File: config.mk
export PLATFORM = sky130hd
export DESIGN_NAME = reg_mem_ctrl
export DESIGN_NICKNAME = d
export VERILOG_FILES = /design/src/rtl/reg_mem_pkg.sv /design/src/rtl/reg_bank.sv /design/src/rtl/reg_mem_ctrl.sv
export SDC_FILE = /design/constraint.sdc
export NUM_CORES = 1
export LEC_CHECK = 0
export CAP_MARGIN = 0
export CELL_PAD_IN_SITES_DETAIL_PLACEMENT = 1
export CELL_PAD_IN_SITES_GLOBAL_PLACEMENT = 1
export CORE_ASPECT_RATIO = 1.1
export CORE_MARGIN = 8
export CORE_UTILIZATION = 30
export CTS_BUF_LIST = sky130_fd_sc_hd__clkbuf_8
export DETAILED_ROUTE_END_ITERATION = 6
export GPL_ROUTABILITY_DRIVEN = 0
export PLACE_DENSITY_LB_ADDON = 0.1
export REMOVE_ABC_BUFFERS = 1
export SYNTH_ARGS = -nofsm -noshare
export SYNTH_HDL_FRONTEND = slang
export SYNTH_SLANG_ARGS = --single-unit
File: constraint.sdc
create_clock -name clk -period 3.47 [get_ports clk]
set_clock_uncertainty 0.15 [all_clocks]
set_input_delay 0.347 -clock clk [delete_from_list [all_inputs] [get_ports clk]]
set_output_delay 0.347 -clock clk [all_outputs]
set_load 0.02 [all_outputs]
File: src/rtl/reg_mem_pkg.sv
// Shared definitions for the register/memory command controller.
//   - default widths for DATA_W / ADDR_W / REG_N
//   - command opcodes (OP_ST_IMM .. OP_RD_MEM)
//   - controller FSM state encoding
package reg_mem_pkg;

  localparam int unsigned DATA_W_DEF = 32;
  localparam int unsigned ADDR_W_DEF = 4;
  localparam int unsigned REG_N_DEF  = 8;

  localparam logic [1:0] OP_ST_IMM = 2'd0;
  localparam logic [1:0] OP_ST_REG = 2'd1;
  localparam logic [1:0] OP_LD_REG = 2'd2;
  localparam logic [1:0] OP_RD_MEM = 2'd3;

  typedef enum logic [1:0] {
    StIdle = 2'd0,
    StExec = 2'd1,
    StWait = 2'd2,
    StDone = 2'd3
  } state_e;

  // Both load-type opcodes have bit 1 set.
  function automatic logic op_is_read(input logic [1:0] op);
    return op[1];
  endfunction

endpackage

File: src/rtl/reg_bank.sv
// Register bank: REG_N x DATA_W, one synchronous write port, two combinational
// read ports, asynchronous clear.
//   clk, rst_n          : clock, async active-low clear of all entries
//   i_we/i_waddr/i_wdata: write port (takes effect on posedge)
//   i_raddr_a/o_rdata_a : combinational read port A
//   i_raddr_b/o_rdata_b : combinational read port B
module reg_bank #(
  parameter int unsigned DATA_W = 32,
  parameter int unsigned REG_N  = 8,
  parameter int unsigned IDX_W  = 3
) (
  input  logic              clk,
  input  logic              rst_n,
  input  logic              i_we,
  input  logic [IDX_W-1:0]  i_waddr,
  input  logic [DATA_W-1:0] i_wdata,
  input  logic [IDX_W-1:0]  i_raddr_a,
  output logic [DATA_W-1:0] o_rdata_a,
  input  logic [IDX_W-1:0]  i_raddr_b,
  output logic [DATA_W-1:0] o_rdata_b
);

  logic [DATA_W-1:0] r_regs [REG_N];

  always_ff @(posedge clk or negedge rst_n) begin
    if (!rst_n) begin
      for (int i = 0; i < REG_N; i++) begin
        r_regs[i] <= '0;
      end
    end else if (i_we) begin
      r_regs[i_waddr] <= i_wdata;
    end
  end

  assign o_rdata_a = r_regs[i_raddr_a];
  assign o_rdata_b = r_regs[i_raddr_b];

endmodule

File: src/rtl/reg_mem_ctrl.sv
// Command controller moving words between an immediate, a register bank and an
// external synchronous memory.
//   cmd_*     : command handshake (accepted on cmd_valid && cmd_ready)
//   rsp_*     : one-cycle completion pulse with opcode and data word
//   mem_*     : external memory port; mem_dout valid MEM_LAT cycles after read
//   dbg_sel/dbg_data : combinational register-bank peek
//   busy      : controller not idle
module reg_mem_ctrl
  import reg_mem_pkg::*;
#(
  parameter int unsigned DATA_W  = DATA_W_DEF,
  parameter int unsigned ADDR_W  = ADDR_W_DEF,
  parameter int unsigned REG_N   = REG_N_DEF,
  parameter int unsigned MEM_LAT = 1
) (
  input  logic              clk,
  input  logic              rst_n,
  input  logic              cmd_valid,
  output logic              cmd_ready,
  input  logic [1:0]        cmd_op,
  input  logic [2:0]        cmd_reg,
  input  logic [ADDR_W-1:0] cmd_addr,
  input  logic [DATA_W-1:0] cmd_data,
  output logic              rsp_valid,
  output logic [1:0]        rsp_op,
  output logic [DATA_W-1:0] rsp_data,
  output logic              mem_en,
  output logic              mem_we,
  output logic [ADDR_W-1:0] mem_addr,
  output logic [DATA_W-1:0] mem_din,
  input  logic [DATA_W-1:0] mem_dout,
  input  logic [2:0]        dbg_sel,
  output logic [DATA_W-1:0] dbg_data,
  output logic              busy
);

  localparam int unsigned    CntW  = 2;
  localparam logic [CntW-1:0] LatM1 = CntW'(MEM_LAT - 1);

  state_e            r_state, w_state_d;
  logic [1:0]        r_op;
  logic [2:0]        r_reg;
  logic [DATA_W-1:0] r_word;
  logic [ADDR_W-1:0] r_mem_addr;
  logic [DATA_W-1:0] r_mem_din;
  logic [CntW-1:0]   r_cnt;

  logic              w_accept;
  logic              w_last_wait;
  logic [DATA_W-1:0] w_reg_rd;
  logic [DATA_W-1:0] w_st_word;
  logic              w_reg_we;

  assign w_accept    = cmd_valid && (r_state == StIdle);
  assign w_last_wait = (r_state == StWait) && (r_cnt == '0);
  assign w_st_word   = (cmd_op == OP_ST_IMM) ? cmd_data : w_reg_rd;
  assign w_reg_we    = w_last_wait && (r_op == OP_LD_REG);

  reg_bank #(
    .DATA_W (DATA_W),
    .REG_N  (REG_N),
    .IDX_W  (3)
  ) u_reg_bank (
    .clk       (clk),
    .rst_n     (rst_n),
    .i_we      (w_reg_we),
    .i_waddr   (r_reg),
    .i_wdata   (mem_dout),
    .i_raddr_a (cmd_reg),
    .o_rdata_a (w_reg_rd),
    .i_raddr_b (dbg_sel),
    .o_rdata_b (dbg_data)
  );

  always_ff @(posedge clk or negedge rst_n) begin
    if (!rst_n) begin
      r_state <= StIdle;
    end else begin
      r_state <= w_state_d;
    end
  end

  always_comb begin
    w_state_d = r_state;
    cmd_ready = 1'b0;
    busy      = 1'b1;
    rsp_valid = 1'b0;
    mem_en    = 1'b0;
    mem_we    = 1'b0;
    unique case (r_state)
      StIdle: begin
        cmd_ready = 1'b1;
        busy      = 1'b0;
        if (cmd_valid) w_state_d = StExec;
      end
      StExec: begin
        mem_en    = 1'b1;
        mem_we    = !op_is_read(r_op);
        w_state_d = op_is_read(r_op) ? StWait : StDone;
      end
      StWait: begin
        if (r_cnt == '0) w_state_d = StDone;
      end
      StDone: begin
        rsp_valid = 1'b1;
        w_state_d = StIdle;
      end
    endcase
  end

  // mem_addr/mem_din are loaded at accept so they are valid throughout EXEC
  // and simply hold afterwards; reads leave mem_din untouched.
  always_ff @(posedge clk or negedge rst_n) begin
    if (!rst_n) begin
      r_op       <= '0;
      r_reg      <= '0;
      r_word     <= '0;
      r_mem_addr <= '0;
      r_mem_din  <= '0;
      r_cnt      <= '0;
    end else begin
      if (w_accept) begin
        r_op       <= cmd_op;
        r_reg      <= cmd_reg;
        r_mem_addr <= cmd_addr;
        if (!op_is_read(cmd_op)) begin
          r_word    <= w_st_word;
          r_mem_din <= w_st_word;
        end
      end
      if (r_state == StExec) begin
        r_cnt <= LatM1;
      end else if ((r_state == StWait) && (r_cnt != '0)) begin
        r_cnt <= r_cnt - 1'b1;
      end
      if (w_last_wait) begin
        r_word <= mem_dout;
      end
    end
  end

  assign rsp_op   = r_op;
  assign rsp_data = r_word;
  assign mem_addr = r_mem_addr;
  assign mem_din  = r_mem_din;

endmodule

; Yosys cells after proc, flatten, opt, wreduce, memory -nomap -nowiden
; Cells that the tools add are included.
[classes]
order_cmp = 4
n_addsub = 1
n_eq_ne = 7
bitwise_logic = 4
n_reduce_logical = 15
mux = 24
[op_table]
columns = cell, n
row1 = $mux 32, 9
row2 = $bwmux 256, 1
row3 = $bmux 32 s3, 2
row4 = $demux 32 s3, 1
row5 = $ge 4x4->1 const B, 3
row6 = $not 3->4, 3
row7 = $mux 2, 4
row8 = $pmux 2 s4, 1
row9 = $eq 2x2->1 const B, 3
row10 = $logic_not 2->1, 3
row11 = $mux 1, 6
row12 = $reduce_and 2->1, 3
row13 = $reduce_bool 2->1, 3
row14 = $logic_and 1x1->1, 5
row15 = $lt 4x1->1 const B, 1
row16 = $ne 2x1->1 const B, 2
row17 = $eq 2x1->1 const B, 1
row18 = $ne 2x2->1 const B, 1
row19 = $sub 2x1->2 const B, 1
row20 = $logic_not 1->1, 1
row21 = $not 1->1, 1
[word_totals]
output_inout_bits = 107
in_bits = 79
wordCells = 70
reg_bits = 333

; Logic depth before layout (Yosys ltp)
; Gate-level depths: netlist of run 1.
[depth]
ltp_word = 8
ltp_mapped = 9
ltp_nobuf = 6

; Hierarchy
; Synthesis of run 1 repeated with hierarchy kept, for this count alone.
[unflattened]
cells_unflattened = 1106
hier_area_um2 = 17509.3
[modules_own_cells]
columns = mod, instances, cells_each, seq_area_each_um2, area_per_inst_um2
row1 = reg_bank, 1, 779, 6406.1, 13713.2
row2 = reg_mem_ctrl, 1, 327, 1926.8, 3796.1

; Worst setup path after synthesis of run 1
; No wires, ideal clock.
[synth_path]
path_kind = register -> register
from = register r_state[0]
to = register u_reg_bank.r_regs[161] in the netlist's numbering
period_less_slack_ps = 2437
path_slack_ps = 1033
t_arrival_ps = 2162
stages_incl_launch_ff = 9
n_path_buf = 2
setup_ps = 125
t_required_ps = 3195
cell_sequence = dfrtp_1 inv_1 ha_1 nand2_1 or4b_1 buf_4 nor3b_4 buf_6 mux2_4
[synth_via]
elab_chain_len = 3
[synth_lines]
columns = item, line
row1 = start: declaration, reg_mem_ctrl.sv:40  ; state_e r_state, w_state_d;
row2 = start signal: assignment, reg_mem_ctrl.sv:77  ; r_state <= StIdle;
row3 = start signal: assignment, reg_mem_ctrl.sv:79  ; r_state <= w_state_d;
row4 = $eq 2x2->1, reg_mem_ctrl.sv:55  ; assign w_last_wait = (r_state == StWait) && (r_cnt == '0);
row5 = $logic_and 1x1->1, reg_mem_ctrl.sv:55
row6 = $logic_and 1x1->1, reg_mem_ctrl.sv:57  ; assign w_reg_we = w_last_wait && (r_op == OP_LD_REG);
row7 = end signal: indexed assignment, reg_bank.sv:31  ; r_regs[i_waddr] <= i_wdata;
row8 = end: declaration, reg_bank.sv:23  ; logic [DATA_W-1:0] r_regs [REG_N];
; Every way passes these cells.
; A chain may end at the register's enable or synchronous reset.

; Final worst setup path of run 1
[layout_path]
from = register u_reg_bank.r_regs[1] in the netlist's numbering
to = output port dbg_data[1]
[layout_via]
elab_chain_len = 3
[layout_lines]
columns = item, line
row1 = $bmux 32 s3, reg_bank.sv:36  ; assign o_rdata_b = r_regs[i_raddr_b];
row2 = $mux 32 (not written as such) (2 in a row), reg_bank.sv:36
row3 = end: declaration, reg_mem_ctrl.sv:33  ; output logic [DATA_W-1:0] dbg_data,
; Every way passes these cells. The select of a mux whose other input is x is not followed.

==> impl_summary.txt, run 1 <==
----------------------------------------------------
[Placement]
  Post-DP HPWL ... 35.74 mm
  Cell total after placement ... between 2k and 2.5k
  Number of port buffers ... around 190
  Placed cell area ... roughly 20000 sq um

[Yosys]
  Number of distinct standard cells referenced by the synthesized netlist ... 36
  Synth Area per Inst ... between 10 and 15 sq um
  Main area contributors after synthesis ... dfrtp_1 48%, mux2_2 17%, mux4_2 8.3%
  Netlist Area Pre-Place ... 17370 sq um
  Count of state elements after synthesis ... 333
  Warning count from the yosys run ... 0
  Cell count after synthesis ... between 1k and 1.5k
  Area share of the largest cell type after synthesis ... approximately 48%
  Leading area contributor after synthesis ... dfrtp_1
  Sequential fraction of the synthesis area ... between 40 and 50%

[Die]
  Row cnt ... 92
  Overall die area ... roughly 66000 sq um
  Die Span Y ... 268.4 um
  Chip Width ... 245.4 um
  Number of ports placed on the die boundary ... between 150 and 200
  Core box area ... around 57000 sq um
  Starting utilization of the core area ... a little under a third

[Hold path]
  Cells on Worst Hold Path ... 2
  Hold Path End ... r_reg[0]$_DFFE_PN0P_
  Class of the tightest hold or removal check ... input port to flop
  Critical hold path startpoint ... cmd_reg[0]

[STA]
  Highest clock frequency the design can meet ... 341.6 MHz
  Number of setup violations in the final report ... 0
  Total count of max-transition violations in the final report ... 0
  Headroom to the max-slew limit ... a little under 40%
  Unrepaired setup endpoints after global routing ... no
  Sum of negative setup slack ... 0 ns
  Final Hold Viols ... 0
  Final period util ... between 80% and 90%
  Transition at the pin with the smallest max-transition slack ... just over 0.9 ns
  Worst-case hold slack ... 0.1236 ns
  Final period demand of the worst path ... around 2.9 ns

[Clocking]
  Clock root buffer ... clkbuf_8
  Worst-path clk slew ... 0.06 ns
  Number of clock sinks ... between 300 and 400
  Num CTS Buffers ... between 50 and 60
  Clock latency on the worst-skew pair ... 0.67 ns
  Clock tree from TritonCTS ... done
  CTS HTree Levels ... 2
  Setup Buffers After CTS ... 0
  Clock Tree Buf Depth ... 3

[Outcome]
  Outcome ... finished clean

[Worst setup path]
  Crit. End Element ... primary output
  Register-to-register setup slack ... around 0.60 ns
  Number of cells on the worst reg-to-reg path ... 7
  Critical-path maximum fanout ... 3
  Arrival time of the worst setup path ... around 2.4 ns
  Nature of the critical path startpoint ... flop
  Critical R2R Launch ... r_state[0]$_DFFE_PN0P_
  Type of the setup path with the least slack ... flop to primary output
  Data required time at the worst endpoint ... around 3.0 ns
  Critical R2R Capture ... u_reg_bank.r_regs[124]$_DFFE_PN0P_

[Cells and area]
  Post-layout instance area ... between 20000 and 25000 sq um
  Layout cell share with drive strength beyond 1 ... about a third
  Area Growth Syn to Fin ... 22.86%
  Leading cell type in the layout, fill and taps excluded ... dfrtp_1
  Commonest cells after routing, fill and taps aside ... 333 x dfrtp_1, 255 x mux2_2, 178 x clkdlybuf4s50_1
  Number of flip-flops in the largest register ... about 260
  Number of standard cells in the final layout excluding fillers ... between 2k and 2.5k
  Number of nets in the final layout ... between 1.5k and 2k
  Most flops, register ... u_reg_bank.r_regs

[Pwr]
  Lkg Pwr ... 9.080 nW
  P per Cell Area ... about 850 nW/um^2
  Worst supply voltage drop on vdd ... around 0.38 mV

[Detailed routing]
  Initial DRC Count ... around 550
  Antenna-violating nets left ... 0
  First-pass iteration count of the detailed router ... 4
  Number of vias per cell after detailed routing ... about 5.3
  DRC viols ... 0
  Wire length per cell ... 25.28 um
  Number of vias in the routed layout ... 12.33k
  Final Routed Wirelength ... between 50 and 60 mm

[Flow run]
  Maximum capacitance violations ... 0

[GRT]
  Total overflow reported by the global router ... 0
  Antenna violations before repair ... 7
  Overall global routing resource usage ... approximately 18%
  Number of global-route vias before repair ... approximately 14k
  Largest net degree at the start of global routing ... 97
  Wire length of the first global-routing pass ... between 90 and 100 mm

----------------------------------------------------
## per-stage QoR
stage / util [%] / worst slack (ns) / total power [mW]
detailed placement: 35.22 / 0.5963 / 14.67
CTS: 37.23 / 0.4716 / 18.42
global route: 37.23 / 0.4155 / 19.36
floorplan: - / -0.9984 / 11.47
global placement: 35.22 / 0.6457 / 14.45
finish: 37.23 / 0.5429 / 18.09
## final cells by class
cell class	count	area (sq um)
tap	752	940.9
inverter	5	18.77
sequential	333	8333
fill	6100	35980
timing repair buffer	233	2375
clock buffer	74	1018
clock inverter	30	123.9
multi-input combinational	912	8532
antenna	1	2.502
## logic make-up (layout without fill, tap and decap cells)
logic type                 count (synthesis)  after routing  share of synthesized area, %
AOI/OAI and AO/OA                        228            228                         7.548
xor gates and xnor gates                   1              1                       0.05042
other                                      0              1                             0
DFF                                      333            333                         47.97
muxes                                    490            490                         35.64
and+or+nand+nor                          187            187                         5.236
buffers and inverters                    116            342                         3.133
adders and majority gates                  6              6                        0.4321
## repair_timing
| action | in CTS | in global routing |
|---|---|---|
| hold endpoints to repair | 70 | 0 |
| gates resized for setup | 0 | 0 |
| hold buffers | 1 | 0 |
## power by group
| group | switching (mW) | internal (mW) |
|---|---|---|
| logic | 3.29 | 3.99 |
| clock network | 1.69 | 1.90 |
| registers | 1.45 | 5.77 |
## layer usage
metal	up-vias	track usage [%]	part of all wire [%]
li1	5452	-	-
met1	6523	24.24	46
met2	256	29.31	48
met3	90	3.508	4.5
met4	4	4.564	2.1
met5	-	0	0.046
## cells in the mapped netlist
master / n
a211oi_1: 1
buf_1: 3
xnor2_1: 1
buf_4: 7
inv_1: 5
o21ai_0: 128
buf_6: 6
nand3_1: 1
nand2b_1: 2
mux2_2: 255
and4b_1: 1
and2_1: 1
buf_2: 30
dfrtp_1: 333
mux2_1: 13
a221oi_1: 32
a21oi_1: 32
nor2_1: 69
or3_1: 32
or2_2: 2
mux2_4: 30
o22ai_1: 32
mux4_2: 64
or4b_1: 1
nor3_4: 1
nor2b_1: 2
ha_1: 6
mux2i_1: 128
clkbuf_1: 65
nor3_1: 32
o31ai_1: 2
nor2_2: 1
nand3b_1: 3
nor3b_4: 2
nand2_1: 37
o21bai_1: 1
## worst max-delay path, stage by stage, from the launching register on
cell	delay, ns
dfrtp_1	0.40
mux4_2	0.47
mux2_2	0.32
clkdlybuf4s50_1	0.57
## worst max-delay path by stage
stage                                       startpoint                            endpoint  cells past startpoint
floorplan                       r_state[0]$_DFFE_PN0P_  u_reg_bank.r_regs[160]$_DFFE_PN0P_                      6
global placement                            dbg_sel[0]                         dbg_data[4]                      5
detailed placement              r_state[0]$_DFFE_PN0P_  u_reg_bank.r_regs[118]$_DFFE_PN0P_                      7
CTS                 u_reg_bank.r_regs[129]$_DFFE_PN0P_                         dbg_data[1]                      3
global route                    r_state[1]$_DFFE_PN0P_                              mem_we                      4
finish                u_reg_bank.r_regs[1]$_DFFE_PN0P_                         dbg_data[1]                      3
(Power assumes the default switching activity.)
==> run 2, diff against run 1 <==
==> constraint.sdc (replaced) <==
create_clock -name clk -period 2.8 [get_ports clk]
set_clock_uncertainty 0.15 [all_clocks]
set_input_delay 0.28 -clock clk [delete_from_list [all_inputs] [get_ports clk]]
set_output_delay 0.28 -clock clk [all_outputs]
set_load 0.02 [all_outputs]
==> run 2 against run 1 <==
Net effect:
- sequential cell count stayed put
- worst hold slack worse by 0.069 ns
- highest routed layer unchanged
- first-iteration DRC count is 9.3% lower
- total power is 27% higher
- register-to-register slack worse by 0.38 ns
- global-route usage hardly changed
- core utilization is 0.90 points higher
- cell count is 1.4% higher
- clock power is 42% higher
==> impl_summary.txt, run 2 (same netlist as run 1, synthesis figures left out) <==
----------------------------------------------------
[STA]
  Final period demand of the worst path ... between 2 and 3 ns
  Worst-case hold slack ... around 0.054 ns
  Headroom to the max-slew limit ... 42.84%
  Transition at the pin with the smallest max-transition slack ... roughly 0.86 ns
  Final period util ... 92.75%
  Final Hold Viols ... 0
  Total count of max-transition violations in the final report ... 0
  Sum of negative setup slack ... 0 ns
  Highest clock frequency the design can meet ... between 300 and 400 MHz
  Unrepaired setup endpoints after global routing ... no
  Number of setup violations in the final report ... 0

[Cells and area]
  Total of fill cells in the finished design ... about 6.1k
  Number of flip-flops in the largest register ... 256
  Commonest cells after routing, fill and taps aside ... 333 x dfrtp_1, 255 x mux2_2, 145 x clkdlybuf4s50_1
  Number of nets in the final layout ... ~1.7k
  Leading cell type in the layout, fill and taps excluded ... dfrtp_1
  Register cell area after layout ... between 8000 and 9000 sq um
  Layout cell share with drive strength beyond 1 ... approximately a third
  Area Growth Syn to Fin ... 25.84%
  Number of standard cells in the final layout excluding fillers ... 2373
  Most flops, register ... u_reg_bank.r_regs
  Multi-input gate area ... between 8000 and 9000 sq um
  Post-layout instance area ... 21860 sq um

[Die]
  Overall die area ... 65880 sq um
  Core box area ... roughly 57000 sq um
  Die Span Y ... roughly 270 um
  Chip Width ... roughly 250 um
  Number of ports placed on the die boundary ... 186
  Row cnt ... slightly above 90
  Starting utilization of the core area ... between 30% and 40%

[Pwr]
  Overall Power ... approximately 23 mW
  P per Cell Area ... between 1000 and 1500 nW/um^2
  Cell internal pwr ... 14.87 mW
  Sequential share of power ... around two fifths
  Worst supply voltage drop on vdd ... ~0.42 mV
  Switching fraction of total power ... between 30% and 40%
  Switching power ... roughly 8.1 mW
  Combinational Power Share ... approximately 39%
  Lkg Pwr ... 9.442 nW
  Clock power frac ... between 20% and 30%

[GRT]
  Number of global-route vias before repair ... roughly 14k
  Wire length of the first global-routing pass ... 90.53 mm
  Largest net degree at the start of global routing ... 66
  Total overflow reported by the global router ... 0
  Antenna violations before repair ... 2
  Overall global routing resource usage ... 17.93%

[Clocking]
  Clock Tree Buf Depth ... 3
  Number of clock sinks ... approximately 330
  Clock root buffer ... clkbuf_8
  Clock latency on the worst-skew pair ... 0.63 ns
  Worst-path clk slew ... around 0.060 ns
  CTS HTree Levels ... 3
  Num CTS Buffers ... 67
  Setup Buffers After CTS ... 0
  Clock tree from TritonCTS ... done

[Placement]
  Number of port buffers ... 185
  Post-DP HPWL ... about 37 mm
  Placed cell area ... a little over 20000 sq um
  Cell total after placement ... between 2k and 2.5k

[Worst setup path]
  Critical path cell sequence ... mux4_2 > mux2_2 > dlygate4sd2_1
  Critical R2R Launch ... r_state[0]$_DFFE_PN0P_
  Critical R2R Capture ... u_reg_bank.r_regs[160]$_DFFE_PN0P_
  Type of the setup path with the least slack ... flop to primary output
  Nature of the critical path startpoint ... flop
  Crit. End Element ... primary output
  Critical-path maximum fanout ... 3
  Crit-path leading delay family ... multiplexers
  Data required time at the worst endpoint ... between 2 and 2.5 ns
  Worst Path Buf+Inv ... 1
  Cell with the largest stage delay on the worst path ... mux4_2
  Arrival time of the worst setup path ... 2.17 ns
  Critical path's largest stage delay ... around 0.47 ns
  Register-to-register setup slack ... roughly 0.22 ns
  Number of cells on the worst reg-to-reg path ... 7

[Hold path]
  Class of the tightest hold or removal check ... input port to asynchronous set/reset pin

[Outcome]
  Outcome ... finished clean

[Detailed routing]
  Initial DRC Count ... between 400 and 500
  Wire length per cell ... ~25 um
  First-pass iteration count of the detailed router ... 4
  DRC viols ... 0
  Number of vias in the routed layout ... around 12k
  Final Routed Wirelength ... between 50 and 60 mm
  Antenna-violating nets left ... 0
  Number of vias per cell after detailed routing ... approximately 5.2

[Flow run]
  Maximum capacitance violations ... 0

----------------------------------------------------
## run 2: worst max-delay path by stage
stage | from | end | slack, ns | depth (start not counted)
after floorplan | r_state[0]$_DFFE_PN0P_ | u_reg_bank.r_regs[160]$_DFFE_PN0P_ | -1.67 | 6
after global placement | r_state[0]$_DFFE_PN0P_ | u_reg_bank.r_regs[160]$_DFFE_PN0P_ | 0.1 | 7
after detailed placement | r_state[0]$_DFFE_PN0P_ | u_reg_bank.r_regs[191]$_DFFE_PN0P_ | 0.07 | 7
after CTS | u_reg_bank.r_regs[160]$_DFFE_PN0P_ | dbg_data[0] | 0.006 | 3
after global routing | r_state[0]$_DFFE_PN0P_ | u_reg_bank.r_regs[160]$_DFFE_PN0P_ | 0.11 | 7
final | u_reg_bank.r_regs[161]$_DFFE_PN0P_ | dbg_data[1] | 0.20 | 3
## run 2: what timing repair did
item,in CTS,in global routing
endpoints found under the hold margin,295,0
pin swaps,0,0
endpoints found under the setup margin,31,17
hold buffers,1,0
gates resized for setup,31,3
## run 2: worst register-to-register path, delay by kind of cell (launching register included)
family        cells  cell delay [ns]
simple gates      3             0.93
buf+inv           2             0.40
flops             1             0.37
mux               1             0.36
fa+ha+maj         1             0.24
## run 2: per-stage QoR
stage	util (%)	setup slack [ns]
floorplan	-	-1.668
global placement	35.79	0.09504
detailed placement	35.79	0.07027
CTS	38.11	0.006380
global route	38.13	0.1071
finish	38.14	0.2030
## run 2: final cells by class
cell class                 count  share of cell area [%]
clock inverter                33                  0.8070
clock buffer                  86                   5.414
timing repair buffer         250                   12.21
tap                          752                   4.304
sequential                   333                   38.12
antenna                        2                 0.02289
multi-input combinational    912                   39.04
inverter                       5                 0.08585
## run 2: metal layers
metal | share of wire (%) | routed length, um | GRT usage [%]
met3 | 4.5 | 2669 | 3.439
met5 | 0.019 | 11 | 0
met1 | 45 | 26300 | 23.35
met2 | 49 | 28750 | 30.15
met4 | 1.9 | 1096 | 5.237
## run 2: power by group through the flow
stage / Sequential [mW] / Clock [mW] / Combinational [mW]
2_1_floorplan: 8.97 / 0 / 5.25
5_1_grt: 9.29 / 5.54 / 9.74
3_5_place_dp: 9.01 / 0 / 9.29
3_3_place_gp: 8.93 / 0 / 9.10
4_1_cts: 8.94 / 5.33 / 9.14
6_report: 8.95 / 5.10 / 8.94
==> run 3, diff against run 2 <==
--- a/config.mk
+++ b/config.mk
@@ -13,9 +13,9 @@
 export CORE_UTILIZATION = 30
 export CTS_BUF_LIST = sky130_fd_sc_hd__clkbuf_8
 export DETAILED_ROUTE_END_ITERATION = 6
-export GPL_ROUTABILITY_DRIVEN = 0
 export PLACE_DENSITY_LB_ADDON = 0.1
 export REMOVE_ABC_BUFFERS = 1
 export SYNTH_ARGS = -nofsm -noshare
 export SYNTH_HDL_FRONTEND = slang
+export SYNTH_HIERARCHICAL = 1
 export SYNTH_SLANG_ARGS = --single-unit
==> run 3 against run 2 <==
Net effect:
- final area fell by 0.33%
- sequential share of layout area grew 0.13 points
- cell count shrank 10%
- clock-buffer cell count down 3
- sequential power fell by 3.8%
- sequential cell count unchanged
- critical path type unchanged
==> impl_summary.txt, run 3 <==
----------------------------------------------------
[STA]
  Final Hold Viols ... 0
  Final period util ... 94.29%
  Unrepaired setup endpoints after global routing ... no
  Worst-case hold slack ... around 0.047 ns
  Highest clock frequency the design can meet ... roughly 380 MHz
  Final period demand of the worst path ... 2.640 ns
  Number of setup violations in the final report ... 0
  Sum of negative setup slack ... 0 ns
  Transition at the pin with the smallest max-transition slack ... 0.7486 ns
  Headroom to the max-slew limit ... between 50% and 60%
  Total count of max-transition violations in the final report ... 0

[Detailed routing]
  Met3 routed WL ... between 2 and 2.5 mm
  Initial DRC Count ... ~380
  DRC viols ... 0
  First-pass iteration count of the detailed router ... 4
  Wire length per cell ... 24.15 um
  Final Routed Wirelength ... 51.57 mm
  Wire length on met2 ... 25.72 mm
  Antenna-violating nets left ... 0
  Met1 wire length ... roughly 23 mm
  Number of vias per cell after detailed routing ... roughly 5.0
  Topmost layer with routed signal wires ... met5
  Number of vias in the routed layout ... around 11k

[Cells and area]
  Number of flip-flops in the largest register ... roughly 260
  Commonest cells after routing, fill and taps aside ... 351 x mux2_2, 333 x dfrtp_1, 145 x clkdlybuf4s50_1
  Area Growth Syn to Fin ... 24.45%
  Number of nets in the final layout ... around 1.4k
  Most flops, register ... u_reg_bank/r_regs
  Layout cell share with drive strength beyond 1 ... 40.76%
  Number of standard cells in the final layout excluding fillers ... roughly 2.1k
  Leading cell type in the layout, fill and taps excluded ... mux2_2

[Die]
  Number of ports placed on the die boundary ... ~190
  Die Span Y ... around 270 um
  Chip Width ... ~250 um
  Starting utilization of the core area ... between 30% and 40%
  Overall die area ... 66360 sq um
  Core box area ... 58180 sq um
  Row cnt ... just over 90

[Clocking]
  Clock latency on the worst-skew pair ... ~0.61 ns
  CTS HTree Levels ... 3
  Setup Buffers After CTS ... 0
  Number of clock sinks ... 333
  Clock tree from TritonCTS ... done
  Clock root buffer ... clkbuf_8
  Clock Tree Buf Depth ... 3
  Num CTS Buffers ... 67
  Worst-path clk slew ... approximately 0.05 ns

[Worst setup path]
  Critical path's largest stage delay ... approximately 0.63 ns
  Cell with the largest stage delay on the worst path ... clkdlybuf4s50_1
  Data required time at the worst endpoint ... 2.37 ns
  Worst Path Buf+Inv ... 2
  Cell count along the critical path ... 4
  Type of the setup path with the least slack ... flop to primary output
  Critical path cell sequence ... inv_1 > ha_1 > nor2b_1 > clkdlybuf4s50_1
  Crit-path leading delay family ... buffers and inverters
  Critical-path maximum fanout ... 5
  Number of cells on the worst reg-to-reg path ... 7
  Crit. End Element ... primary output
  Nature of the critical path startpoint ... flop
  Arrival time of the worst setup path ... roughly 2.2 ns

[Placement]
  Last weighted congestion value of the routability-driven placer ... around 0.71
  Number of port buffers ... approximately 190
  Cell total after placement ... slightly above 2k
  Post-DP HPWL ... approximately 33 mm

[Yosys]
  Main area contributors after synthesis ... dfrtp_1 48%, mux2_2 23%, mux4_1 12%
  Leading area contributor after synthesis ... dfrtp_1
  Warning count from the yosys run ... 6
  Sequential fraction of the synthesis area ... around 48%
  Synth Area per Inst ... about 16 sq um
  Count of state elements after synthesis ... roughly 330
  Cell count after synthesis ... roughly 1.1k
  Most numerous cell in the Yosys netlist ... mux2_2
  Most frequent cells after synthesis ... 351 x mux2_2, 333 x dfrtp_1, 80 x mux4_1
  Count of flip-flops with a built-in enable after synthesis ... 0
  Netlist Area Pre-Place ... approximately 18000 sq um
  Share of async-settable or async-resettable flops after synthesis ... 100.0%
  Number of distinct standard cells referenced by the synthesized netlist ... 33
  Area share of the largest cell type after synthesis ... a little under half
  Ys flop type ... dfrtp_1

[Pwr]
  Worst supply voltage drop on vdd ... roughly 0.38 mV
  P per Cell Area ... approximately 1000 nW/um^2
  Overall Power ... approximately 22 mW
  Lkg Pwr ... about 9.5 nW

[GRT]
  Wire length of the first global-routing pass ... between 80 and 90 mm
  Overall global routing resource usage ... between 15 and 20%
  Number of global-route vias before repair ... 12.19k
  Total overflow reported by the global router ... 0
  Largest net degree at the start of global routing ... 64
  Antenna violations before repair ... 4

[Flow run]
  Maximum capacitance violations ... 0

[Outcome]
  Outcome ... finished clean

[Hold path]
  Class of the tightest hold or removal check ... input port to asynchronous set/reset pin

----------------------------------------------------
## run 3: per-layer routing
layer / up-vias / global-route usage (%)
met1: 5745 / 20.17
met2: 213 / 26.66
met3: 81 / 3.263
met4: 4 / 4.915
met5: - / 0
li1: 4710 / -
## run 3: metrics by stage
step / setup slack [ns] / cell area (sq um) / utilization [%]
2_1_floorplan: -3.010 / 16920 / -
3_3_place_gp: 0.1268 / 20530 / 35.29
3_5_place_dp: 0.1201 / 20530 / 35.29
4_1_cts: 0.03932 / 21790 / 37.45
5_1_grt: 0.02664 / 21790 / 37.45
6_report: 0.1597 / 21790 / 37.45
## run 3: cell families after synthesis
family	count (synthesis)	synth area share, %
buffers and inverters	123	4.180
flip-flops	333	47.59
XOR/XNOR	1	0.05003
AO/OA/AOI/OAI	38	1.229
multiplexers	550	44.88
adder cells (fa/ha/maj)	6	0.4287
AND/OR/NAND/NOR	55	1.644
## run 3: worst reg2reg max path, stage by stage (launching register included)
cell and delay [ns]:
dfrtp_1 0.38, inv_1 0.12, ha_1 0.18, and2_2 0.15
and3b_1 0.41, nor4bb_4 0.46, buf_12 0.29, mux2_2 0.38
## run 3: area by class of cell
type | instances | area (sq um)
Clock buffer | 83 | 1142
Clock inverter | 29 | 142.6
Multi-Input combinational cell | 650 | 8494
Fill cell | 5956 | 36390
Antenna cell | 1 | 2.502
Tap cell | 760 | 950.9
Timing Repair Buffer | 242 | 2585
Inverter | 37 | 138.9
Sequential cell | 333 | 8333
## run 3: timing repair
item	4_1_cts	5_1_grt
gates resized for setup	32	0
endpoints found under the hold margin	307	0
hold buffers	1	0
endpoints found under the setup margin	32	0
## run 3: worst paths after layout
| path | startpoint | slack (ns) | endpoint |
|---|---|---|---|
| max in group asynchronous | rst_n | 1.55 | u_reg_bank/r_regs[32]$_DFFE_PN0P_ |
| setup reg to reg | r_state[0]$_DFFE_PN0P_ | 0.17 | u_reg_bank/r_regs[216]$_DFFE_PN0P_ |
| hold / removal | rst_n | 0.05 | mem_din[27]$_DFFE_PN0P_ |
| hold reg to reg | u_reg_bank/r_regs[114]$_DFFE_PN0P_ | 0.35 | u_reg_bank/r_regs[114]$_DFFE_PN0P_ |
| setup / recovery | r_state[1]$_DFFE_PN0P_ | 0.16 | mem_we |
| min in group clk | cmd_addr[0] | 0.14 | mem_addr[0]$_DFFE_PN0P_ |
## run 3: report_power, final
part	switching [mW]	total [mW]	leakage, nW	internal (mW)
Clock	2.15	4.88	0.751	2.73
Sequential	1.54	8.61	4.06	7.06
Combinational	3.57	8.64	4.71	5.06
Total	7.27	22.1	9.52	14.9
